--- config.mk ---
export PLATFORM = sky130hd
export DESIGN_NAME = scaler_readout_arb_flat
export DESIGN_NICKNAME = d
export VERILOG_FILES = /design/src/rtl/scaler_readout_arb_if.sv /design/src/rtl/scaler_readout_arb.sv /design/src/flat_wrapper.sv
export SDC_FILE = /design/constraint.sdc
export NUM_CORES = 1
export LEC_CHECK = 0
export ABC_CLOCK_PERIOD_IN_PS = 1600
export CORE_MARGIN = 10
export CORE_UTILIZATION = 41
export CTS_BUF_LIST = sky130_fd_sc_hd__clkbuf_8
export DETAILED_ROUTE_END_ITERATION = 6
export PLACE_DENSITY_LB_ADDON = 0.08
export SETUP_SLACK_MARGIN = 0.2
export SYNTH_ARGS = -nofsm -noshare
export SYNTH_HDL_FRONTEND = slang
export SYNTH_SLANG_ARGS = --single-unit
--- constraint.sdc ---
create_clock -name wb_clk_i -period 1.6 [get_ports wb_clk_i]
set_clock_uncertainty 0.1 [all_clocks]
set_input_delay 0.24 -clock wb_clk_i [delete_from_list [all_inputs] [get_ports wb_clk_i]]
set_output_delay 0.24 -clock wb_clk_i [all_outputs]
set_load 0.05 [all_outputs]
--- src/rtl/scaler_readout_arb_if.sv ---
// Wishbone read port and AXI4-Stream dump port of the scaler readout arbiter.
// The master is the bus/sink side and the slave is the arbiter.
interface scaler_readout_arb_if;
    logic        wb_cyc;
    logic        wb_stb;
    logic [6:0]  wb_adr;
    logic        wb_ack;
    logic [31:0] wb_dat;
    logic [11:0] m_tdata;
    logic        m_tvalid;
    logic        m_tlast;
    logic        m_tready;

    modport master (
        output wb_cyc, wb_stb, wb_adr, m_tready,
        input  wb_ack, wb_dat, m_tdata, m_tvalid, m_tlast
    );

    modport slave (
        input  wb_cyc, wb_stb, wb_adr, m_tready,
        output wb_ack, wb_dat, m_tdata, m_tvalid, m_tlast
    );
endinterface

--- src/rtl/scaler_readout_arb.sv ---
// Shares one scaler RAM read port between Wishbone reads and an AXI4-Stream bank
// dump. Arbitration is round-robin, and each access takes three cycles.
module scaler_readout_arb #(
    parameter int unsigned NSCALERS = 96,
    parameter int unsigned OVR_BITS = 8
) (
    input  logic                wb_clk_i,
    input  logic                wb_rst_ni,
    input  logic                done_i,
    input  logic                stream_en_i,
    scaler_readout_arb_if.slave bus,
    output logic [6:0]          scal_adr_o,
    input  logic [11:0]         scal_dat_i,
    output logic                busy_o,
    output logic [OVR_BITS-1:0] ovr_cnt_o
);

    typedef enum logic [2:0] {
        StIdle,
        StIssueWb,
        StDataWb,
        StIssueSt,
        StDataSt
    } state_e;

    localparam logic [6:0] LastAdr = 7'(NSCALERS - 1);

    state_e              r_state;
    logic [6:0]          r_scal_adr;
    logic                r_ack;
    logic [31:0]         r_dat;
    logic [11:0]         r_tdata;
    logic                r_tvalid;
    logic                r_tlast;
    logic                r_st_pend;
    logic [6:0]          r_st_adr;
    logic                r_last_st;
    logic [OVR_BITS-1:0] r_ovr;

    logic w_wb_req;
    logic w_st_req;
    logic w_grant_wb;
    logic w_grant_st;
    logic w_wb_in_range;

    // The ack cycle masks the request that the master has not yet dropped.
    assign w_wb_req      = bus.wb_cyc && bus.wb_stb && !r_ack;
    assign w_st_req      = r_st_pend && (!r_tvalid || bus.m_tready);
    assign w_grant_wb    = w_wb_req && (!w_st_req || r_last_st);
    assign w_grant_st    = w_st_req && !w_grant_wb;
    assign w_wb_in_range = {25'd0, r_scal_adr} < NSCALERS;

    always_ff @(posedge wb_clk_i) begin
        if (!wb_rst_ni) begin
            r_state    <= StIdle;
            r_scal_adr <= '0;
            r_ack      <= 1'b0;
            r_dat      <= '0;
            r_tdata    <= '0;
            r_tvalid   <= 1'b0;
            r_tlast    <= 1'b0;
            r_st_pend  <= 1'b0;
            r_st_adr   <= '0;
            r_last_st  <= 1'b1;
            r_ovr      <= '0;
        end else begin
            r_ack <= 1'b0;
            if (r_tvalid && bus.m_tready) begin
                r_tvalid <= 1'b0;
            end

            if (done_i && stream_en_i) begin
                if (r_st_pend) begin
                    if (r_ovr != '1) begin
                        r_ovr <= r_ovr + OVR_BITS'(1);
                    end
                end else begin
                    r_st_pend <= 1'b1;
                    r_st_adr  <= '0;
                end
            end

            unique case (r_state)
                StIdle: begin
                    if (w_grant_wb) begin
                        r_state    <= StIssueWb;
                        r_scal_adr <= bus.wb_adr;
                        r_last_st  <= 1'b0;
                    end else if (w_grant_st) begin
                        r_state    <= StIssueSt;
                        r_scal_adr <= r_st_adr;
                        r_last_st  <= 1'b1;
                    end
                end
                StIssueWb: r_state <= StDataWb;
                StDataWb: begin
                    r_state <= StIdle;
                    // An abandoned cycle still frees the port, just without an ack.
                    if (bus.wb_cyc) begin
                        r_ack <= 1'b1;
                        r_dat <= w_wb_in_range ? {20'd0, scal_dat_i} : 32'd0;
                    end
                end
                StIssueSt: r_state <= StDataSt;
                StDataSt: begin
                    r_state  <= StIdle;
                    r_tdata  <= scal_dat_i;
                    r_tvalid <= 1'b1;
                    r_tlast  <= (r_st_adr == LastAdr);
                    if (r_st_adr == LastAdr) begin
                        r_st_pend <= 1'b0;
                    end else begin
                        r_st_adr <= r_st_adr + 7'd1;
                    end
                end
                default: r_state <= StIdle;
            endcase
        end
    end

    assign bus.wb_ack   = r_ack;
    assign bus.wb_dat   = r_dat;
    assign bus.m_tdata  = r_tdata;
    assign bus.m_tvalid = r_tvalid;
    assign bus.m_tlast  = r_tlast;
    assign scal_adr_o   = r_scal_adr;
    assign ovr_cnt_o    = r_ovr;
    assign busy_o       = r_st_pend || (r_tvalid && r_tlast);

endmodule
--- src/flat_wrapper.sv ---
// flat-port wrapper written by rule: the top's interface ports become plain ports
module scaler_readout_arb_flat 
#(
    parameter int unsigned NSCALERS = 96,
    parameter int unsigned OVR_BITS = 8
)
  (wb_clk_i, wb_rst_ni, done_i, stream_en_i, scal_adr_o, scal_dat_i, busy_o, ovr_cnt_o, bus_wb_cyc, bus_wb_stb, bus_wb_adr, bus_m_tready, bus_wb_ack, bus_wb_dat, bus_m_tdata, bus_m_tvalid, bus_m_tlast);
  scaler_readout_arb_if bus_i ();
  input  logic wb_clk_i;
  input  logic wb_rst_ni;
  input  logic done_i;
  input  logic stream_en_i;
  output logic [6:0] scal_adr_o;
  input  logic [11:0] scal_dat_i;
  output logic busy_o;
  output logic [OVR_BITS-1:0] ovr_cnt_o;
  input wire logic [$bits(bus_i.wb_cyc)-1:0] bus_wb_cyc;
  input wire logic [$bits(bus_i.wb_stb)-1:0] bus_wb_stb;
  input wire logic [$bits(bus_i.wb_adr)-1:0] bus_wb_adr;
  input wire logic [$bits(bus_i.m_tready)-1:0] bus_m_tready;
  output wire logic [$bits(bus_i.wb_ack)-1:0] bus_wb_ack;
  output wire logic [$bits(bus_i.wb_dat)-1:0] bus_wb_dat;
  output wire logic [$bits(bus_i.m_tdata)-1:0] bus_m_tdata;
  output wire logic [$bits(bus_i.m_tvalid)-1:0] bus_m_tvalid;
  output wire logic [$bits(bus_i.m_tlast)-1:0] bus_m_tlast;
  assign bus_i.wb_cyc = bus_wb_cyc;
  assign bus_i.wb_stb = bus_wb_stb;
  assign bus_i.wb_adr = bus_wb_adr;
  assign bus_i.m_tready = bus_m_tready;
  assign bus_wb_ack = bus_i.wb_ack;
  assign bus_wb_dat = bus_i.wb_dat;
  assign bus_m_tdata = bus_i.m_tdata;
  assign bus_m_tvalid = bus_i.m_tvalid;
  assign bus_m_tlast = bus_i.m_tlast;
  scaler_readout_arb #(.NSCALERS(NSCALERS), .OVR_BITS(OVR_BITS)) u_core (.wb_clk_i(wb_clk_i), .wb_rst_ni(wb_rst_ni), .done_i(done_i), .stream_en_i(stream_en_i), .bus(bus_i), .scal_adr_o(scal_adr_o), .scal_dat_i(scal_dat_i), .busy_o(busy_o), .ovr_cnt_o(ovr_cnt_o));
endmodule
=== Word level (Yosys, flattened, before mapping) ===
Cells that the tools add are included.

* Register bits: 74
* Output and inout bits: 63
* Logic and storage cells: 61

* Add/sub/neg operators: 2
* $lt $le $gt $ge: 1
* Eq/ne operators: 7
* Multiplexer cells: 18
* Reductions and logical operators: 22

{| class="wikitable"
|+ Operator list
! cell !! count
|-
| $mux W7 || 6
|-
| $mux W12 || 1
|-
| $pmux W3 S3 || 1
|-
| $add A8 B1 Y8 const B || 1
|-
| $logic_and A1 B1 Y1 || 8
|-
| $mux W1 || 8
|-
| $ne A8 B8 Y1 const B || 1
|-
| $add A7 B1 Y7 const B || 1
|-
| $eq A7 B7 Y1 const B || 1
|-
| $lt A7 B7 Y1 const B || 1
|-
| $eq A3 B2 Y1 const B || 2
|-
| $mux W3 || 2
|-
| $reduce_and A2 Y1 || 3
|-
| $logic_not A1 Y1 || 4
|-
| $reduce_bool A2 Y1 || 2
|-
| $eq A3 B1 Y1 const B || 1
|-
| $eq A3 B3 Y1 const B || 1
|-
| $logic_not A3 Y1 || 1
|-
| $logic_or A1 B1 Y1 || 3
|-
| $ne A3 B1 Y1 const B || 1
|-
| $reduce_and A3 Y1 || 1
|}

=== Longest topological paths before layout ===
Gate-level depths: netlist of the first run.

* Depth in word-level cells: 11
* Depth in mapped cells: 6

=== Least setup slack after synthesis of the first run ===
No wires, ideal clock.

* Kind: register to register
* From: reg u_core.r_ovr[0], in the netlist u_core.ovr_cnt_o[0]
* To: reg u_core.r_ovr[0], in the netlist u_core.ovr_cnt_o[0]
* Setup time: 0.128 ns
* Data arrival time: 1.691 ns
* Required time: 1.372 ns
* Path slack: -0.318 ns
* Stages on the path, launching flop included: 6
* Path buffers: 0
* Cells stage by stage: dfxtp_1 > ha_1 > nand3_1 > o31ai_1 > xor2_1 > nor2_1

* Longest elaborated chain between the ends: 2
* Elaborated cells between the ends (all ways): 3

{| class="wikitable"
|+ RTL lines
! what !! line !! RTL
|-
| start: declaration || scaler_readout_arb.sv:38 || <nowiki>logic [OVR_BITS-1:0] r_ovr;</nowiki>
|-
| start signal: assignment || scaler_readout_arb.sv:75 || <nowiki>r_ovr <= r_ovr + OVR_BITS'(1);</nowiki>
|-
| parallel branches: the longest is 2 deep, another holds $add A8 B1 Y8 || n/a ||
|}

Several ways; the timed one is not identified.
A chain may end at the register's enable or synchronous reset.

=== Worst setup path in the final report of the first run ===
* From: reg u_core.r_ovr[1], in the netlist u_core.ovr_cnt_o[1]
* To: reg u_core.r_ovr[7], in the netlist u_core.ovr_cnt_o[7]

Same word-level chain as after synthesis.

==> impl_metrics.ini, run 1 <==
[setup_path]
critPathKind = flop to flop
arrival_ns = 1.68
crit_path_start_kind = flop
crit_slowest_cell = or4_4
crit_fanout = 5
reg2regPathDepth = 5
cp_slowest_stage_delay_ns = 0.43
cp.required_ns = 1.76
crit_path_end_kind = flop
path_cells = ha_4 -> nand3_4 -> nand3_1 -> or4_4 -> a21oi_2

[global_route]
grt.total_usage_pct = 14.0
grt_overflow = 0
grt_max_degree = 18
grt_pass1_vias = 2168
grt_pass1_wl_microns = 10200
grt_antenna_before_repair = 0

[final_layout]
final_cell_area_sq_mm = 0.00399
fin_nets = 386
instances_no_fill = 432
fillers = 426
regArea_sq_mm = 0.00113
syn_to_final_growth_pct = 69.7
multi_input_area_sq_mm = 0.00146
drive_above_1_share_pct = 45.7

[place]
dp.final_hpwl_microns = 5120
gp_congestion = 0.838
dpl.cell_count = 403
dpl_cell_area_sq_mm = 0.00333
io_buffers = 68

[sta]
rsz0062_at_grt = true
period_needed_ns = 1.52
finalSetupViolCount = 0
max_freq_mhz = 657
timing_hold_violations_final = 0
drv_slew = 0
finalCritPeriodShare_pct = 95.1

[power]
netSwitchingFraction_pct = 30.8
p_seq_share_pct = 46.3
irDropWorstVdd_uv = 539
power_frac_comb_pct = 23.1
power_leakage_nw = 1.70
p_per_area_mw_per_mm2 = 775
switchingPower_mw = 0.952
p_int_mw = 2.14
clkPwrFrac_pct = 30.6
finalPower_mw = 3.09

[outcome]
status = finished, final reports clean

[clock_tree]
clk_latency_ns = 0.32
ctsLongestPathBuffers = 2
cts_root_buf = clkbuf_8
cts_max_level = 2
cts_tree = yes
cts_buffers = 5
cts.sinks = 54
clk_pin_slew_ns = 0.10

[synth]
post_synth_most_frequent_cells = dfxtp_1 (54), nand2_1 (35), a21oi_1 (30)
synth-seq-cells = 54
synth_edf_count = 0
synth.distinct_cells = 50
yosysWarnings = 0
syn_inst = 257
async_flop_share_pct = 0
synth.top_cells.by_area = dfxtp_1 (46%), a21oi_1 (6.4%), buf_4 (6.4%)
syn-cell-area_sq_mm = 0.00235
yosys.area.top_type = dfxtp_1
yosysMostFrequentCell = dfxtp_1
yosysTopAreaCellShare_pct = 46.0
syn_avg_cell_area_sq_um = 9.14
synth_seq_area_share_pct = 46.0
synth_flop_cell = dfxtp_1

[drt]
highest_layer = met4
detail_route.wl_per_cell_microns = 17.7
drt_wl_total_microns = 7630
dr_wl_met3_microns = 546
dr.pass1.iters = 4
ant_nets = 0
wl_met1_microns = 2920
vias = 2257
wl_met2_microns = 4050
drtIter0Drc = 95
vias_per_cell = 5.22
drc_errors = 0

[die]
num_rows = 27
io_pins = 89
core_sq_mm = 0.00554
start_util_pct = 42.4
dieArea_sq_mm = 0.00916
die_height_microns = 95.7
chipWidth_microns = 95.7

[min_path]
whs_path_depth = 3
hold_class = input pin to flop

[job]
max_cap_violations = 0
## layer usage
layer	vias up	track usage (%)
met1	1075	16.1
met5	-	0
met4	0	5.41
met2	72	23.4
li1	1100	-
met3	10	4.63
## final timing paths
kind / endpoint / slack, ns / startpoint
max: u_core.ovr_cnt_o[7]$_SDFFE_PN0P_ / 0.08 / u_core.ovr_cnt_o[1]$_SDFFE_PN0P_
min reg2reg: u_core.bus.m_tdata[3]$_SDFFE_PN0P_ / 0.37 / u_core.bus.m_tdata[3]$_SDFFE_PN0P_
min: u_core.r_st_pend$_SDFF_PN0_ / 0.20 / stream_en_i
max reg2reg: u_core.ovr_cnt_o[7]$_SDFFE_PN0P_ / 0.08 / u_core.ovr_cnt_o[1]$_SDFFE_PN0P_
## sequential cells by signal, indices dropped and copies added (netlist names)
signal / count
u_core.scal_adr_o: 7
u_core.bus.wb_ack: 1
u_core.bus.m_tlast: 1
u_core.r_st_adr: 7
u_core.r_last_st: 1
u_core.ovr_cnt_o: 8
u_core.bus.m_tdata: 12
u_core.bus.wb_dat: 12
u_core.bus.m_tvalid: 1
u_core.r_state: 3
u_core.r_st_pend: 1
## power groups by stage
stage / Clock (mW) / Sequential, mW / Combinational [mW]
6_report: 0.946 / 1.43 / 0.714
5_1_grt: 1.02 / 1.44 / 0.749
4_1_cts: 0.970 / 1.43 / 0.637
3_3_place_gp: 0 / 1.46 / 0.613
2_1_floorplan: 0 / 1.56 / 0.305
3_5_place_dp: 0 / 1.46 / 0.616
## what timing repair did
| item | 4_1_cts | 5_1_grt |
|---|---|---|
| setup buffers | 7 | 8 |
| cloned | 0 | 5 |
| resized for setup | 12 | 74 |
| hold buffers | 0 | 0 |
| pin swaps | 8 | 39 |
| endpoints found under the setup margin | 33 | 48 |
## critical path: cells and delay by family (launching register included)
kind | cells | cell delay (ns)
AOI/OAI and AO/OA | 1 | 0.13
adders and majority gates | 1 | 0.19
DFF | 1 | 0.38
and+or+nand+nor | 3 | 0.65
## metrics by stage
step	setup slack [ns]	hold slack (ns)	setup TNS [ns]	util (%)
global route	-0.00223	0.213	-0.00223	71.9
detailed placement	-0.286	0.354	-5.98	60.1
CTS	0.106	0.369	0	64.0
finish	0.0782	0.195	0	72.0
floorplan	0.154	0.266	0	-
global placement	-0.260	0.343	-5.68	60.1
## layout by cell type (no fill, tap or decap), types with 5 or more instances in the layout
cell type         n
buf_12           20
a211oi_1          7
nand2_4          10
dfxtp_2           8
a22o_1           13
dfxtp_4          10
mux2i_1           6
a31oi_1           5
nor2_1            5
nand3_1           5
buf_4            53
clkbuf_8          5
clkdlybuf4s50_1  21
nand2_1          23
a21oi_1          17
dfxtp_1          36
conb_1           20
buf_6             6
a21oi_2          13
## final cells by class
type / count / share of cell area [%]
antenna: 1 / 0.0628
clock buffer: 5 / 1.73
timing repair buffer: 107 / 29.6
sequential: 54 / 28.3
tap: 72 / 2.26
clock inverter: 3 / 1.10
multi-input combinational: 186 / 36.5
inverter: 4 / 0.377
## kinds of logic after synthesis
family | Yosys count | synth area share (%)
compound gates | 76 | 21.5
xor+xnor | 1 | 0.373
fa+ha+maj | 2 | 1.07
buf+inv | 37 | 9.43
flops | 54 | 46.0
mux | 8 | 3.46
other cells | 1 | 0.160
simple gates | 78 | 18.0
(Power assumes the default switching activity.)
==> inputs of run 2 (changes only) <==
CTS_CLUSTER_DIAMETER = 100   (was default)
==> results of run 2 <==
No change in the layout: final DEF, timing and power equal those of run 1.
==> inputs of run 3 (changes only) <==
--- a/config.mk
+++ b/config.mk
@@ -12,6 +12,8 @@
 export CTS_CLUSTER_DIAMETER = 100
 export DETAILED_ROUTE_END_ITERATION = 6
+export GPL_ROUTABILITY_DRIVEN = 0
 export PLACE_DENSITY_LB_ADDON = 0.08
 export SETUP_SLACK_MARGIN = 0.2
+export SLEW_MARGIN = 20
 export SYNTH_ARGS = -nofsm -noshare
 export SYNTH_HDL_FRONTEND = slang
--- a/constraint.sdc
+++ b/constraint.sdc
@@ -3,3 +3,3 @@
 set_input_delay 0.24 -clock wb_clk_i [delete_from_list [all_inputs] [get_ports wb_clk_i]]
 set_output_delay 0.24 -clock wb_clk_i [all_outputs]
-set_load 0.05 [all_outputs]
+set_load 0.02 [all_outputs]
==> run 3 against run 2 <==
Against the previous run: hold slack gained 0.0076 ns; count of clock-buffer cells in the layout is the same; worst setup slack gained 0.038 ns; fmax grew 2.5%; power shrank 12%; clock power shrank 14%; register-to-register slack gained 0.04 ns; global-route usage shrank 0.14 points; via count shrank 1.8%; first-iteration DRC count shrank 55%; flip-flop and latch count is the same; highest routed layer unchanged.
==> impl_metrics.ini, run 3 (synthesis gave the netlist of run 1 again) <==
[min_path]
hold_class = input pin to flop
holdPathEnd = u_core.bus.wb_ack$_SDFF_PN0_
holdCritStartpoint = bus_wb_cyc
whs_path_depth = 2

[final_layout]
diodes = 0
final_common_cell = dfxtp_1
fillers = 477
instances_no_fill = 431
drive_above_1_share_pct = 31.8
syn_to_final_growth_pct = 54.5
mostFrequentLayoutCells = dfxtp_1 (37), buf_4 (34), nand2_1 (33), dlygate4sd2_1 (29), a21oi_1 (28)
final_cell_area_sq_mm = 0.00363
fin_nets = 386

[sta]
rsz0062_at_grt = true
drv_slew = 0
finalSetupTns_ns = 0
finalSetupViolCount = 0
worst_slack_ns = 0.116
whs_ns = 0.203
timing_hold_violations_final = 0
max_freq_mhz = 674
finalCritPeriodShare_pct = 92.8
period_needed_ns = 1.48

[setup_path]
r2r_slack_ns = 0.12
crit_slowest_cell = or4_4
arrival_ns = 1.63
crit_family = simple AND/OR/NAND/NOR gates
crit_path_start_kind = flop
path_cells = ha_4 -> nand3_4 -> nand3_2 -> or4_4 -> a21oi_2
crit_path_end_kind = flop
reg2regPathDepth = 5
cp_slowest_stage_delay_ns = 0.42
cp.required_ns = 1.75
critPathKind = flop to flop
r2r-end = u_core.ovr_cnt_o[7]$_SDFFE_PN0P_
reg2reg_from = u_core.ovr_cnt_o[1]$_SDFFE_PN0P_
path_buf_inv = 0
crit_fanout = 3

[global_route]
grt.total_usage_pct = 13.8
grt_pass1_wl_microns = 10300
grt_max_degree = 20
grt_pass1_vias = 2165
grt_overflow = 0
grt_antenna_before_repair = 0

[power]
irDropWorstVdd_uv = 358
p_per_area_mw_per_mm2 = 749
power_leakage_nw = 1.57

[drt]
drtIter0Drc = 43
dr.pass1.iters = 4
drc_errors = 0
ant_nets = 0
vias = 2217
detail_route.wl_per_cell_microns = 15.9
vias_per_cell = 5.14
drt_wl_total_microns = 6860

[clock_tree]
cts_buffers = 5
hold_buffers = 0
cts_root_buf = clkbuf_8
cts_max_level = 2
ctsLongestPathBuffers = 2
clk_pin_slew_ns = 0.11
cts_tree = yes
cts.sinks = 54
clk_latency_ns = 0.32

[place]
pre_cts_slack_ns = -0.249
dpl.cell_count = 411
dp.final_hpwl_microns = 4880
io_buffers = 68
dpl_cell_area_sq_mm = 0.00325

[die]
chipWidth_microns = 95.7
core_sq_mm = 0.00554
dieArea_sq_mm = 0.00916
num_rows = 27
die_height_microns = 95.7
io_pins = 89
start_util_pct = 42.4

[job]
max_cap_violations = 0

[outcome]
status = finished, final reports clean
==> run 3: final cells by class <==
cell class	instances	area [sq um]	area share, %
timing repair buffer	107	960	26.4
sequential	54	1120	30.8
inverter	4	15.0	0.414
clock inverter	3	28.8	0.793
clock buffer	5	68.8	1.90
tap	72	90.1	2.48
multi-input combinational	186	1350	37.2
==> run 3: repair_timing <==
| item | 4_1_cts | 5_1_grt |
|---|---|---|
| buffers inserted | 5 | 5 |
| cloned | 1 | 1 |
| pin swaps | 12 | 14 |
| gates resized for setup | 85 | 39 |
| setup endpoints to repair | 88 | 56 |
==> run 3: worst max path at each step <==
stage | from | endpoint | cells after the start
2_1_floorplan | u_core.ovr_cnt_o[1]$_SDFFE_PN0P_ | u_core.ovr_cnt_o[4]$_SDFFE_PN0P_ | 5
3_3_place_gp | wb_rst_ni | u_core.r_st_adr[3]$_SDFF_PN0_ | 6
3_5_place_dp | wb_rst_ni | u_core.bus.wb_dat[9]$_SDFFE_PN0P_ | 4
4_1_cts | u_core.bus.m_tlast$_SDFFE_PN0P_ | busy_o | 3
5_1_grt | u_core.bus.m_tlast$_SDFFE_PN0P_ | busy_o | 3
6_report | u_core.ovr_cnt_o[1]$_SDFFE_PN0P_ | u_core.ovr_cnt_o[7]$_SDFFE_PN0P_ | 5
==> run 3: worst reg2reg max path, cell delays in order (launching register included) <==
cell	delay, ns
dfxtp_4	0.38
ha_4	0.17
nand3_4	0.12
nand3_2	0.09
or4_4	0.42
a21oi_2	0.13
==> run 3: through the flow <==
step                utilization, %  power [mW]
floorplan                        -        1.73
global placement              58.6        1.89
detailed placement            58.6        1.89
CTS                           63.0        2.71
global route                  65.5        2.83
finish                        65.5        2.72
==> run 3: routing by layer <==
metal	vias to the layer above	GRT usage, %	wire length, microns
met2	67	23.6	3310
li1	1096	-	-
met3	9	3.85	477
met1	1045	16.4	3010
met4	0	4.42	64
met5	-	0	0
==> run 3: power by group <==
| part | switching (mW) | internal [mW] | total [mW] |
|---|---|---|---|
| registers | 0.0369 | 1.38 | 1.42 |
| clock network | 0.489 | 0.325 | 0.814 |
| logic | 0.259 | 0.221 | 0.481 |
